`src/rtl/if_fetch_unit.sv`:
```
// Instruction-fetch stage: owns the PC, runs the imem req/ack handshake, registers {pc_next, instr, valid} for IF/ID.
// Latency: one request cycle plus the memory latency; results appear the cycle after the ack. At most one fetch per 2 cycles.
// Backpressure: enable=0 freezes the outputs, and a word fetched during a stall is parked until enable returns. Optional IF_PERF_CNT_EN adds fetch/bubble counters.
module if_fetch_unit #(
    parameter logic [31:0] RESET_PC  = 32'h0000_0000,
    parameter logic [31:0] NOP_INSTR = 32'h0000_0000
) (
    input  logic        clk,
    input  logic        reset,
    input  logic        enable,
    input  logic        redirect_valid,
    input  logic [31:0] redirect_pc,
    output logic        imem_req,
    output logic [31:0] imem_addr,
    input  logic        imem_ack,
    input  logic [31:0] imem_rdata,
    output logic [31:0] pc_next_out,
    output logic [31:0] instr_out,
    output logic        instr_valid
`ifdef IF_PERF_CNT_EN
    ,
    output logic [31:0] fetch_count,
    output logic [31:0] bubble_count
`endif
);

    typedef enum logic [1:0] {
        S_REQ  = 2'd0,
        S_WAIT = 2'd1,
        S_HOLD = 2'd2
    } state_t;

    state_t      state;
    state_t      state_nxt;
    logic [31:0] pc;
    logic        kill;
    logic        hold_valid;
    logic [31:0] hold_instr;
    logic [31:0] hold_pc;

    logic        ack_hit;
    logic        take;
    logic        park;
    logic        issue;
    logic        load_word;
    logic [31:0] ack_pc_next;

    // State register.
    always_ff @(posedge clk) begin
        if (reset) begin
            state <= S_REQ;
        end else begin
            state <= state_nxt;
        end
    end

    // Next state. A redirect while waiting keeps the bus request alive, so the address stays put until the ack.
    always_comb begin
        state_nxt = state;
        if (redirect_valid) begin
            state_nxt = (state == S_WAIT && !imem_ack) ? S_WAIT : S_REQ;
        end else begin
            case (state)
                S_REQ:   state_nxt = S_WAIT;
                S_WAIT:  if (imem_ack) state_nxt = (kill || enable) ? S_REQ : S_HOLD;
                S_HOLD:  if (enable) state_nxt = S_REQ;
                default: state_nxt = S_REQ;
            endcase
        end
    end

    // Bus request and the per-cycle decode of what happens to the fetched word.
    always_comb begin
        imem_req    = (state == S_WAIT);
        ack_hit     = (state == S_WAIT) && imem_ack;
        take        = ack_hit && !kill && !redirect_valid;
        park        = take && !enable;
        issue       = (state == S_REQ) && !redirect_valid;
        load_word   = enable && !redirect_valid && (take || (state == S_HOLD && hold_valid));
        ack_pc_next = imem_addr + 32'd4;
    end

    // PC, request address and the kill flag for a fetch made stale by a redirect.
    always_ff @(posedge clk) begin
        if (reset) begin
            pc        <= RESET_PC;
            imem_addr <= 32'h0000_0000;
            kill      <= 1'b0;
        end else begin
            if (redirect_valid) begin
                pc <= redirect_pc;
            end else if (take) begin
                pc <= ack_pc_next;
            end
            if (issue) begin
                imem_addr <= pc;
            end
            if (redirect_valid) begin
                kill <= (state == S_WAIT) && !imem_ack;
            end else if (ack_hit) begin
                kill <= 1'b0;
            end
        end
    end

    // Park buffer for a word that arrives while the pipeline is stalled.
    always_ff @(posedge clk) begin
        if (reset) begin
            hold_valid <= 1'b0;
            hold_instr <= NOP_INSTR;
            hold_pc    <= 32'h0000_0000;
        end else begin
            if (redirect_valid) begin
                hold_valid <= 1'b0;
            end else if (park) begin
                hold_valid <= 1'b1;
                hold_instr <= imem_rdata;
                hold_pc    <= ack_pc_next;
            end else if (load_word) begin
                hold_valid <= 1'b0;
            end
        end
    end

    // IF/ID-facing output register: frozen on stall, else a real word or a bubble with pc_next held.
    always_ff @(posedge clk) begin
        if (reset) begin
            pc_next_out <= 32'h0000_0000;
            instr_out   <= NOP_INSTR;
            instr_valid <= 1'b0;
        end else if (enable) begin
            if (load_word) begin
                pc_next_out <= take ? ack_pc_next : hold_pc;
                instr_out   <= take ? imem_rdata  : hold_instr;
                instr_valid <= 1'b1;
            end else begin
                instr_out   <= NOP_INSTR;
                instr_valid <= 1'b0;
            end
        end
    end

`ifdef IF_PERF_CNT_EN
    // Performance counters: accepted fetches and bubbles actually loaded downstream; both wrap.
    always_ff @(posedge clk) begin
        if (reset) begin
            fetch_count  <= 32'h0000_0000;
            bubble_count <= 32'h0000_0000;
        end else begin
            if (take) begin
                fetch_count <= fetch_count + 32'd1;
            end
            if (enable && !load_word) begin
                bubble_count <= bubble_count + 32'd1;
            end
        end
    end
`endif

endmodule

```
`config.mk`:
```
export PLATFORM = sky130hd
export DESIGN_NAME = if_fetch_unit
export DESIGN_NICKNAME = d
export VERILOG_FILES = /design/src/rtl/if_fetch_unit.sv
export SDC_FILE = /design/constraint.sdc
export NUM_CORES = 1
export LEC_CHECK = 0
export BUFFER_PORTS_ARGS = -buffer_cell sky130_fd_sc_hd__buf_2
export CAP_MARGIN = 30
export CORE_ASPECT_RATIO = 0.5
export CORE_UTILIZATION = 45
export CTS_BUF_LIST = sky130_fd_sc_hd__clkbuf_16
export DETAILED_ROUTE_END_ITERATION = 7
export PLACE_DENSITY_LB_ADDON = 0.2
export SYNTH_ARGS = -nofsm -noshare
export SYNTH_HDL_FRONTEND = slang
export SYNTH_SLANG_ARGS = --single-unit
```
`constraint.sdc`:
```
create_clock -name clk -period 6.2 [get_ports clk]
set_clock_uncertainty 0.2 [all_clocks]
set_input_delay 0.31 -clock clk [delete_from_list [all_inputs] [get_ports clk]]
set_output_delay 0.31 -clock clk [all_outputs]
set_load 0.02 [all_outputs]
```
==> qor.csv <==
stage;metric;value;unit
outcome;status;complete, no violations;
clock_network;Sink Count;197;
hold_path;hold path start;redirect_pc[17];
placed_design;GPL Wtd Cong;0.8973;
cells_and_area;Filler Cell Count;1717;
logic_synthesis;fraction of registers with async set/reset;0;%
cells_and_area;Area Overhead vs Synth;24.86;%
setup_path;Worst R2R Start;state[0]$_SDFFE_PP0P_;
logic_synthesis;Mean Syn Cell Area;8.037;um2
power;Leak;4.231;nW
setup_path;CP Launch Type;input port;
power;Sw Ratio;25.78;%
placed_design;port bufs;166;
floorplanning;Die Wd;196.5;um
detailed_routing;initial drt markers;489;
cells_and_area;Post-Layout Cell Count;1502;
cells_and_area;most frequent cells in the layout;dfxtp_1 (197), nand2_1 (188), a21oi_1 (178), buf_2 (165), nor2_1 (119);
clock_network;postcts setup bufs;0;
floorplanning;Die Footprint;0.01950;mm2
clock_network;Root Driver;clkbuf_16;
grt;largest net degree at the start of global routing;96;
detailed_routing;Routed Wire Length;24710;um
cells_and_area;final instance area;0.01063;mm2
clock_network;H-tree Lvls;4;
timing;period utilization;61.04;%
setup_path;critical path arrival;3930;ps
power;P_int;2.001;mW
flow_run;Max Cap Viol;0;
power;pwr/cell area;253.7;mW/mm2
logic_synthesis;Post-Syn Area;0.008511;mm2
floorplanning;Initial Util;46.16;%
logic_synthesis;Synth Area in Adders;0.1470;%
power;Comb power frac;8.9;%
grt;vias in the first global route;7659;
placed_design;Place WS;2530;ps
timing;Slew Limit Fails;0;
setup_path;WP data required;6340;ps
detailed_routing;drt pass-1 iters;6;
setup_path;Setup Crit Path Kind;input port to flop;
logic_synthesis;Synth Area in Compound Gates;19.04;%
timing;min Tclk post-route;3785;ps
clock_network;CTS tree;yes;
cells_and_area;share of cells above drive strength 1;20.43;%
floorplanning;core box area;0.01844;mm2
logic_synthesis;Post-Syn Nets;1129;
logic_synthesis;YS warnings;0;
logic_synthesis;prevailing post-synth register cell;dfxtp_1;
grt;first-pass GRT wire length;39760;um
cells_and_area;Antenna Cells;0;
setup_path;crit path from;imem_ack;
detailed_routing;DRC;0;
timing;final worst slack;2415;ps
grt;Tot GR Track Use;25.67;%
grt;total gr overflow;0;
timing;Final Hold Fails;0;
clock_network;Max Root-Sink Buffers;2;
grt;initial antenna violation count;0;
logic_synthesis;sequential fraction of the synthesis area;46.34;%
setup_path;critical path fanouts, max;39;
logic_synthesis;mux cell area share after synthesis;4.704;%
setup_path;Critical Path End Type;flop;
cells_and_area;leading cell type in the layout, fill and taps excluded;dfxtp_1;
placed_design;cell area after placement;0.009390;mm2
detailed_routing;routed vias;8113;
timing;Slew @ Worst Pin;986.4;ps
logic_synthesis;xor-xnor portion of the synthesized cell area;1.852;%
hold_path;hold crit path type;input port to flop;
clock_network;Worst-path clk slew;70;ps
logic_synthesis;simple-gate share of the synthesized area;23.18;%
cells_and_area;final net count;1300;
logic_synthesis;Syn Inst Count;1059;
timing;relative slew slack;34.24;%
timing;Setup TNS Final;0;ps
placed_design;DP Cell Count;1406;
placed_design;Post-DP HPWL;15830;um
detailed_routing;Final ANT Viol Nets;0;
detailed_routing;Via density;5.401;
floorplanning;IO Pins;167;
logic_synthesis;Post-synth EDFFs;0;
power;Peak supply drop;217.7;uV
clock_network;clock insertion delay at the later pin of the skew report;440;ps
logic_synthesis;Distinct cells, synth;58;
floorplanning;die height;99.25;um
power;sw power;0.6950;mW
logic_synthesis;main combinational cell family by area after synthesis;simple AND/OR/NAND/NOR gates;
timing;RSZ-0062 raised after global routing;false;
logic_synthesis;Yosys reg bits;197;
floorplanning;num rows;35;
detailed_routing;DR WL/cell;16.45;um
timing;fmax;0.2642;GHz
timing;# setup viols final;0;
power;clock power share;42.0;%
power;sequential share of power;49.1;%
clock_network;Num CTS Buffers;17;
what timing repair did:
| item | CTS | global route |
|---|---|---|
| hold buffers | 64 | 0 |
| endpoints found under the setup margin | 0 | 0 |
| gates resized for setup | 0 | 0 |
| hold endpoints to repair | 64 | 0 |
Yosys cell counts (3+ instances only):
cell type	number	area share, %
dfxtp_1	197	46
nand2_1	188	8.3
a21oi_1	179	11
nor2_1	120	5.3
clkbuf_1	63	2.8
o21ai_0	39	2.3
nor2b_1	33	2.4
mux2_2	32	4.2
nor3_1	27	1.6
a211oi_1	15	1.3
xnor2_1	12	1.2
a221oi_1	11	1.1
buf_2	10	0.59
nand3_1	9	0.53
nand4_1	8	0.59
and4_1	7	0.72
nor4_1	7	0.51
and2_1	6	0.44
and3_1	6	0.44
o31a_1	6	0.62
xor2_1	6	0.62
buf_1	5	0.22
a211o_1	4	0.41
a2bb2oi_1	4	0.41
a31oi_1	4	0.29
buf_6	4	0.53
inv_1	4	0.18
mux2i_1	4	0.47
nor4b_1	4	0.41
a311oi_1	3	0.31
buf_4	3	0.26
nand2b_1	3	0.22
o211ai_1	3	0.26
o21a_1	3	0.26
or3_1	3	0.22
per-layer routing:
metal	up-vias	routed length, um	track usage [%]
li1	3989	-	-
met1	3836	11000	33.65
met2	247	11500	42.01
met3	41	1638	5.188
met4	0	573	9.736
met5	-	0	0
registers in the layout, indices dropped and copies added (netlist names):
name         count
pc_next_out     32
hold_pc         32
pc              32
kill             1
hold_instr      32
imem_addr       32
state            2
hold_valid       1
instr_out       32
instr_valid      1
critical path, cell delays in order:
cell	delay (ps)
dlygate4sd3_1	520
buf_2	140
and4bb_2	580
nand2b_1	540
nor2_4	910
buf_4	540
nor2_1	80
a211oi_1	250
kinds of logic after synthesis:
group | count (synthesis)
fa+ha+maj | 1
buf+inv | 91
flops | 197
mux | 36
simple gates | 433
compound gates | 283
xor+xnor | 18
power groups by stage:
| stage | logic [mW] | registers, mW | clock network (mW) |
|---|---|---|---|
| floorplan | 0.125 | 1.36 | 0 |
| global placement | 0.204 | 1.35 | 0 |
| detailed placement | 0.208 | 1.35 | 0 |
| CTS | 0.239 | 1.32 | 1.15 |
| global route | 0.263 | 1.33 | 1.20 |
| finish | 0.240 | 1.32 | 1.13 |
path summary, 6_finish.rpt:
check                                    end  slack, ps  depth (start not counted)
hold reg to reg   imem_addr[30]$_SDFFE_PP0P_        250                          2
setup reg to reg    hold_pc[29]$_SDFFE_PP0P_       2460                          6
hold / removal           pc[17]$_SDFFE_PP0P_         20                          3
setup / recovery    hold_pc[29]$_SDFFE_PP0P_       2420                          8
through the flow:
step	util [%]	hold slack, ps	total power, mW
final	57.64	17.86	2.696
after floorplan	-	227.1	1.484
after CTS	57.64	5.432	2.712
after global placement	50.82	235.1	1.555
after global routing	57.64	33.00	2.789
after detailed placement	50.93	240.1	1.560
area by class of cell:
cell class | count | area [um2] | share of cell area, %
Timing Repair Buffer | 239 | 1554 | 14.62
Multi-Input combinational cell | 771 | 4194 | 39.47
Tap cell | 259 | 324.1 | 3.050
Clock buffer | 17 | 425.4 | 4.003
Sequential cell | 197 | 3944 | 37.11
Inverter | 4 | 15.01 | 0.1413
Clock inverter | 15 | 170.2 | 1.601
No activity file was read; power rests on OpenSTA's default activity.
